<file path="config.mk">
export PLATFORM = sky130hd
export DESIGN_NAME = seq_divider_7bit
export DESIGN_NICKNAME = d
export VERILOG_FILES = /design/src/rtl/seq_divider_7bit.sv
export SDC_FILE = /design/constraint.sdc
export NUM_CORES = 1
export LEC_CHECK = 0
export CAP_MARGIN = 30
export CORE_MARGIN = 4
export CORE_UTILIZATION = 52
export DETAILED_ROUTE_END_ITERATION = 6
export GPL_TIMING_DRIVEN = 0
export PLACE_DENSITY = 0.82
export SLEW_MARGIN = 20
export SYNTH_ARGS = -nofsm -noshare
export SYNTH_HDL_FRONTEND = slang
export SYNTH_SLANG_ARGS = --single-unit
export TNS_END_PERCENT = 100
</file>
<file path="constraint.sdc">
create_clock -name clk -period 4.4 [get_ports clk]
set_input_delay 0.88 -clock clk [delete_from_list [all_inputs] [get_ports clk]]
set_output_delay 0.88 -clock clk [all_outputs]
set_load 0.005 [all_outputs]
</file>
<file path="src/rtl/seq_divider_7bit.sv">
// Iterative 7-bit unsigned restoring divider that retires one quotient bit per clock.
// Optional macro DIV_BY_ZERO_DETECT_EN short-circuits a zero divisor and flags div_by_zero.

module Cla7Adder (
  input  logic [6:0] a_i,
  input  logic [6:0] b_i,
  input  logic       cin_i,
  output logic [6:0] sum_o,
  output logic       cout_o
);

  logic [6:0] gen;
  logic [6:0] prop;
  logic [7:0] carry;

  // Each carry is the flattened generate/propagate chain, so no carry waits on its neighbour.
  always_comb begin : lookahead
    logic acc;
    gen      = a_i & b_i;
    prop     = a_i ^ b_i;
    carry    = '0;
    carry[0] = cin_i;
    acc      = 1'b0;
    for (int i = 1; i < 8; i++) begin
      acc = cin_i;
      for (int j = 0; j < i; j++) begin
        acc = gen[j] | (prop[j] & acc);
      end
      carry[i] = acc;
    end
    sum_o  = prop ^ carry[6:0];
    cout_o = carry[7];
  end

endmodule

module seq_divider_7bit (
  input  logic       clk,
  input  logic       reset,
  input  logic       start,
  input  logic [6:0] dividend,
  input  logic [6:0] divisor,
  output logic       busy,
  output logic       done,
  output logic [6:0] quotient,
  output logic [6:0] remainder,
  output logic       div_by_zero
);

  typedef enum logic [1:0] {IDLE, RUN, DONE} state_t;

  state_t     state_q, state_d;
  logic [6:0] r_q, r_d;
  logic [6:0] q_q, q_d;
  logic [6:0] d_q, d_d;
  logic [2:0] count_q, count_d;
  logic       busy_q, busy_d;
  logic       done_q, done_d;
  logic [6:0] quot_q, quot_d;
  logic [6:0] rem_q, rem_d;

  logic [6:0] shifted;
  logic [6:0] trialSum;
  logic       trialCarry;
  logic       accept;
  logic       zeroRun;

`ifdef DIV_BY_ZERO_DETECT_EN
  logic zero_q, zero_d;
  logic dbz_q, dbz_d;
  assign zeroRun     = zero_q;
  assign div_by_zero = dbz_q;
`else
  assign zeroRun     = 1'b0;
  assign div_by_zero = 1'b0;
`endif

  assign shifted = {r_q[5:0], q_q[6]};

  Cla7Adder u_sub (
    .a_i   (shifted),
    .b_i   (~d_q),
    .cin_i (1'b1),
    .sum_o (trialSum),
    .cout_o(trialCarry)
  );

  // R[6] means the shifted partial is at least 128, which always exceeds the divisor.
  assign accept = r_q[6] | trialCarry;

  always_comb begin
    state_d = state_q;
    r_d     = r_q;
    q_d     = q_q;
    d_d     = d_q;
    count_d = count_q;
    busy_d  = busy_q;
    done_d  = 1'b0;
    quot_d  = quot_q;
    rem_d   = rem_q;
`ifdef DIV_BY_ZERO_DETECT_EN
    zero_d  = 1'b0;
    dbz_d   = dbz_q;
`endif
    case (state_q)
      IDLE, DONE: begin
        if (start) begin
          d_d     = divisor;
          q_d     = dividend;
          r_d     = '0;
          count_d = '0;
          state_d = RUN;
`ifdef DIV_BY_ZERO_DETECT_EN
          if (divisor == 7'd0) zero_d = 1'b1;
          else                 busy_d = 1'b1;
`else
          busy_d  = 1'b1;
`endif
        end else if (state_q == DONE) begin
          state_d = IDLE;
        end
      end
      RUN: begin
        if (zeroRun) begin
          quot_d  = 7'h7F;
          rem_d   = q_q;
          done_d  = 1'b1;
          state_d = DONE;
`ifdef DIV_BY_ZERO_DETECT_EN
          dbz_d   = 1'b1;
`endif
        end else begin
          r_d     = accept ? trialSum : shifted;
          q_d     = {q_q[5:0], accept};
          count_d = count_q + 3'd1;
          if (count_q == 3'd6) begin
            quot_d  = q_d;
            rem_d   = r_d;
            done_d  = 1'b1;
            busy_d  = 1'b0;
            state_d = DONE;
`ifdef DIV_BY_ZERO_DETECT_EN
            dbz_d   = 1'b0;
`endif
          end
        end
      end
      default: state_d = IDLE;
    endcase
  end

  always_ff @(posedge clk or posedge reset) begin
    if (reset) begin
      state_q <= IDLE;
      r_q     <= '0;
      q_q     <= '0;
      d_q     <= '0;
      count_q <= '0;
      busy_q  <= 1'b0;
      done_q  <= 1'b0;
      quot_q  <= '0;
      rem_q   <= '0;
`ifdef DIV_BY_ZERO_DETECT_EN
      zero_q  <= 1'b0;
      dbz_q   <= 1'b0;
`endif
    end else begin
      state_q <= state_d;
      r_q     <= r_d;
      q_q     <= q_d;
      d_q     <= d_d;
      count_q <= count_d;
      busy_q  <= busy_d;
      done_q  <= done_d;
      quot_q  <= quot_d;
      rem_q   <= rem_d;
`ifdef DIV_BY_ZERO_DETECT_EN
      zero_q  <= zero_d;
      dbz_q   <= dbz_d;
`endif
    end
  end

  assign busy      = busy_q;
  assign done      = done_q;
  assign quotient  = quot_q;
  assign remainder = rem_q;

endmodule

</file>
==> impl_table.tex <==
\begin{tabular}{lr}
\hline
Metric & Value \\
\hline
\multicolumn{2}{l}{\textbf{Detailed routing}} \\
\quad Vias per inst & 5.410 \\
\quad Wire length per cell & 15.59 um \\
\quad Number of remaining DRC errors & 0 \\
\quad 1st-pass router iterations & 4 \\
\quad Detailed Route Iter0 Violations & 106 \\
\quad Via count & 1358 \\
\quad Aggregate routed wire length & 3913 um \\
\quad Number of routed nets with antenna violations & 0 \\
\multicolumn{2}{l}{\textbf{Clock network}} \\
\quad Count of hold-fix buffers inserted at cts & 0 \\
\quad Clock slew seen by the registers of the worst setup and hold paths & 80 ps \\
\quad Clock tree sinks & 42 \\
\quad Maximum root-to-sink buffer count & 2 \\
\quad Buffer type at the clock tree root & clkbuf\_8 \\
\quad Clock H-tree levels & 2 \\
\quad TritonCTS buffer count & 5 \\
\quad CTS resizes & 0 \\
\quad TritonCTS clock tree & yes \\
\quad Clock latency of the later-clocked register in the worst-skew pair & 310 ps \\
\quad Post-CTS Setup Inserts & 0 \\
\multicolumn{2}{l}{\textbf{Final layout}} \\
\quad Synthesis-to-layout area growth & 25.95\% \\
\quad Layout cells sized above 1 & 0.1317 \\
\quad Ant diodes & 0 \\
\quad Final net count & 230 \\
\quad Design Area, Final & 2411 um2 \\
\multicolumn{2}{l}{\textbf{Synth}} \\
\quad Flop and latch count out of synthesis & 42 \\
\quad Number of unique standard cell types used by synthesis & 28 \\
\quad Xor and xnor fraction of the mapped netlist area & 0 \\
\quad Number of nets produced by synthesis & 190 \\
\quad Share of synthesized cell area in full adder, half adder and majority cells & 0.08235 \\
\quad Share of cell area taken by muxes after synthesis & 0.08693 \\
\quad Post-synthesis compound-gate area fraction & 0.1085 \\
\quad Largest family of logic cells by synthesized area & simple AND/OR/NAND/NOR gates \\
\quad Area of the mapped netlist & 1914 um2 \\
\quad YS warnings & 0 \\
\quad Share of synthesized flip-flops with an asynchronous set or reset & 1.000 \\
\quad Post-synthesis sequential area ratio & 0.5490 \\
\quad Most common flop cell mapped by yosys & dfrtp\_1 \\
\quad Post-Synth Simple-Gate Area & 0.1170 \\
\quad Cells after Synth & 164 \\
\quad Number of flops mapped to enable cells by yosys & 0 \\
\quad Synthesized area per cell & 11.67 um2 \\
\multicolumn{2}{l}{\textbf{Power and ir drop}} \\
\quad Leak Pwr & 0.001109 uW \\
\quad Largest voltage drop on the vdd net & 0.3630 mV \\
\quad PwrDens & 800.4 nW/um2 \\
\multicolumn{2}{l}{\textbf{Critical path}} \\
\quad Max stage delay on crit path & 440 ps \\
\quad Endpoint type of the worst setup path & register \\
\quad Number of gates on the worst path with buffers counted & 12 \\
\quad Data required time of the worst path & 4640 ps \\
\quad Crit Path Max Fanout & 10 \\
\quad Setup CP Type & reg2reg \\
\quad Worst Reg2Reg Path Length in Cells & 12 \\
\quad Critical Path Start & q\_q[6] \\
\quad CP Buf/Inv Count & 2 \\
\quad Cell occurring most often along the worst timing path & fa\_1 \\
\quad Reg-to-reg critical path startpoint & q\_q[6] \\
\quad Capturing element of the worst setup path & r\_q[0] \\
\quad Arrival time of data at the critical path endpoint & 4250 ps \\
\quad Crit path cell chain & inv\_1 > ha\_1 > inv\_1 > fa\_1 > fa\_1 > fa\_1 > fa\_1 > fa\_1 > fa\_1 > nor2\_4 > mux2\_2 > o2bb2ai\_1 \\
\quad Critical path's top delay family & adder cells \\
\quad Worst-case register-to-register setup slack & 390 ps \\
\quad Library cell contributing the largest single delay on the critical path & fa\_1 \\
\quad Type of origin of the critical path & register \\
\quad Critical register-to-register path endpoint & r\_q[0] \\
\multicolumn{2}{l}{\textbf{GRT}} \\
\quad Number of antenna violations at the first check in global routing & 0 \\
\quad Pin count of the biggest net entering global routing & 23 \\
\quad Via count of the first global-routing pass & 1382 \\
\quad Total global-route track usage & 0.1964 \\
\quad Wire length of the first global-routing pass & 6568 um \\
\quad Total congestion overflow after global routing & 0 \\
\multicolumn{2}{l}{\textbf{Timing}} \\
\quad Setup Total Neg Slack & 0 ps \\
\quad Achievable clock frequency & 0.2493 GHz \\
\quad Number of failing setup endpoints in the final timing report & 0 \\
\quad Unrepaired setup endpoints after global routing & no \\
\quad Number of slew-limit violations in the final report & 0 \\
\quad Setup slack after layout & 389.5 ps \\
\quad Worst hold slack after final layout & 491.7 ps \\
\quad Maximum clock skew at final layout & 10.53 ps \\
\quad Hold violation total from the final report & 0 \\
\quad Period utilisation layout & 0.9115 \\
\quad Crit path time final & 4011 ps \\
\multicolumn{2}{l}{\textbf{Place}} \\
\quad Final weighted congestion in routability-driven placement & 0.7640 \\
\quad Placement-stage worst setup slack & 359.3 ps \\
\quad Cell area after placement & 2320 um2 \\
\quad Detailed Place HPWL & 2903 um \\
\quad Count of buffers inserted at the top-level ports & 32 \\
\multicolumn{2}{l}{\textbf{Floorplan}} \\
\quad \# IOs & 34 \\
\quad Core ar. & 3442 um2 \\
\quad Horizontal die dimension & 68.68 um \\
\quad Die outline height & 68.68 um \\
\quad Initial cell density of the core & 0.5562 \\
\quad Area of the die & 4716 um2 \\
\quad Number of standard-cell rows in the floorplan & 21 \\
\multicolumn{2}{l}{\textbf{Run status}} \\
\quad Result of the run & completed \\
\multicolumn{2}{l}{\textbf{Worst hold path}} \\
\quad Worst Hold Path Cells & 1 \\
\quad Type of the most critical hold path & reg2reg \\
\multicolumn{2}{l}{\textbf{Flow run}} \\
\quad Maximum Capacitance Violations & 0 \\
\hline
\end{tabular}
## worst min path at each step
stage / endpoint / from
final: quotient[4] / quotient[4]
after global placement: d_q[0] / d_q[0]
after global routing: d_q[0] / d_q[0]
after detailed placement: d_q[0] / d_q[0]
after CTS: d_q[0] / d_q[0]
after floorplan: d_q[0] / d_q[0]
## per-layer routing
| metal | global-route usage | share of wire |
|---|---|---|
| met1 | 0.2444 | 0.42 |
| met2 | 0.3194 | 0.52 |
| met3 | 0.04700 | 0.035 |
| met4 | 0.09677 | 0.022 |
| met5 | 0 | 0 |
## cell type report
type | instances | area (um2)
Inverter | 13 | 48.80
Sequential cell | 42 | 1051
Clock buffer | 7 | 86.33
Timing Repair Buffer | 33 | 347.8
Multi-Input combinational cell | 100 | 759.5
Clock inverter | 1 | 5.005
Buffer | 9 | 55.05
Tap cell | 46 | 57.56
Fill cell | 243 | 1031
## cells by family after synthesis
logic type	after synthesis
muxes	15
adders and majority gates	9
AOI/OAI and AO/OA	31
and+or+nand+nor	44
other	1
DFF	42
buffers and inverters	22
## synth_stat cells (2+ instances only)
master     instances  share of area
inv_1             13          0.025
fa_1               6          0.063
mux2_4             2          0.016
nor2_4             2          0.012
a22oi_1            6          0.024
mux2_2             4          0.024
mux2i_1            8          0.042
a221o_1            2          0.010
ha_1               3          0.020
o2bb2ai_1          7          0.032
nand2_1           27          0.053
nand3_1            6          0.016
dfrtp_1           42           0.55
nor2_1             3         0.0059
buf_4              2         0.0078
buf_2              5          0.013
o21ai_1            9          0.024
nand2b_1           2         0.0065
o21ai_0            6          0.016
## sequential cells by signal, summed over array words and instances, names as in the netlist
signal,flops
state_q,2
done,1
r_q,7
d_q,7
remainder,7
quotient,7
busy,1
count_q,3
q_q,7
## layout by cell type (no fill, tap or decap), types with 2 or more instances in the layout
cell / instances
a221o_1: 2
a22oi_1: 6
buf_2: 5
buf_4: 2
clkbuf_1: 2
clkbuf_8: 6
clkdlybuf4s50_1: 32
dfrtp_1: 42
fa_1: 6
ha_1: 3
inv_1: 12
mux2_2: 4
mux2_4: 2
mux2i_1: 8
nand2_1: 27
nand2b_1: 2
nand3_1: 6
nor2_1: 3
nor2_4: 2
o21ai_0: 6
o21ai_1: 9
o2bb2ai_1: 7
## where the power goes
group	leakage, uW	internal, uW	switching, uW
combinational	0.000557	489	471
sequential	0.000504	581	128
clock	0.0000482	127	135
total	0.00111	1200	733
## worst reg2reg max path, stage by stage, from the launching register on
cell and delay [ps]:
dfrtp_1 370, inv_1 100, ha_1 160, inv_1 50, fa_1 380, fa_1 390
fa_1 400, fa_1 390, fa_1 400, fa_1 440, nor2_4 330, mux2_2 400
o2bb2ai_1 140
## through the flow
step / util / cells / power [uW]
after floorplan: - / 164 / 1332
after global placement: 0.6659 / 242 / 1613
after detailed placement: 0.6739 / 243 / 1684
after CTS: 0.7005 / 251 / 1948
after global routing: 0.7005 / 251 / 2097
final: 0.7005 / 251 / 1930
No activity file was read; power rests on OpenSTA's default activity.
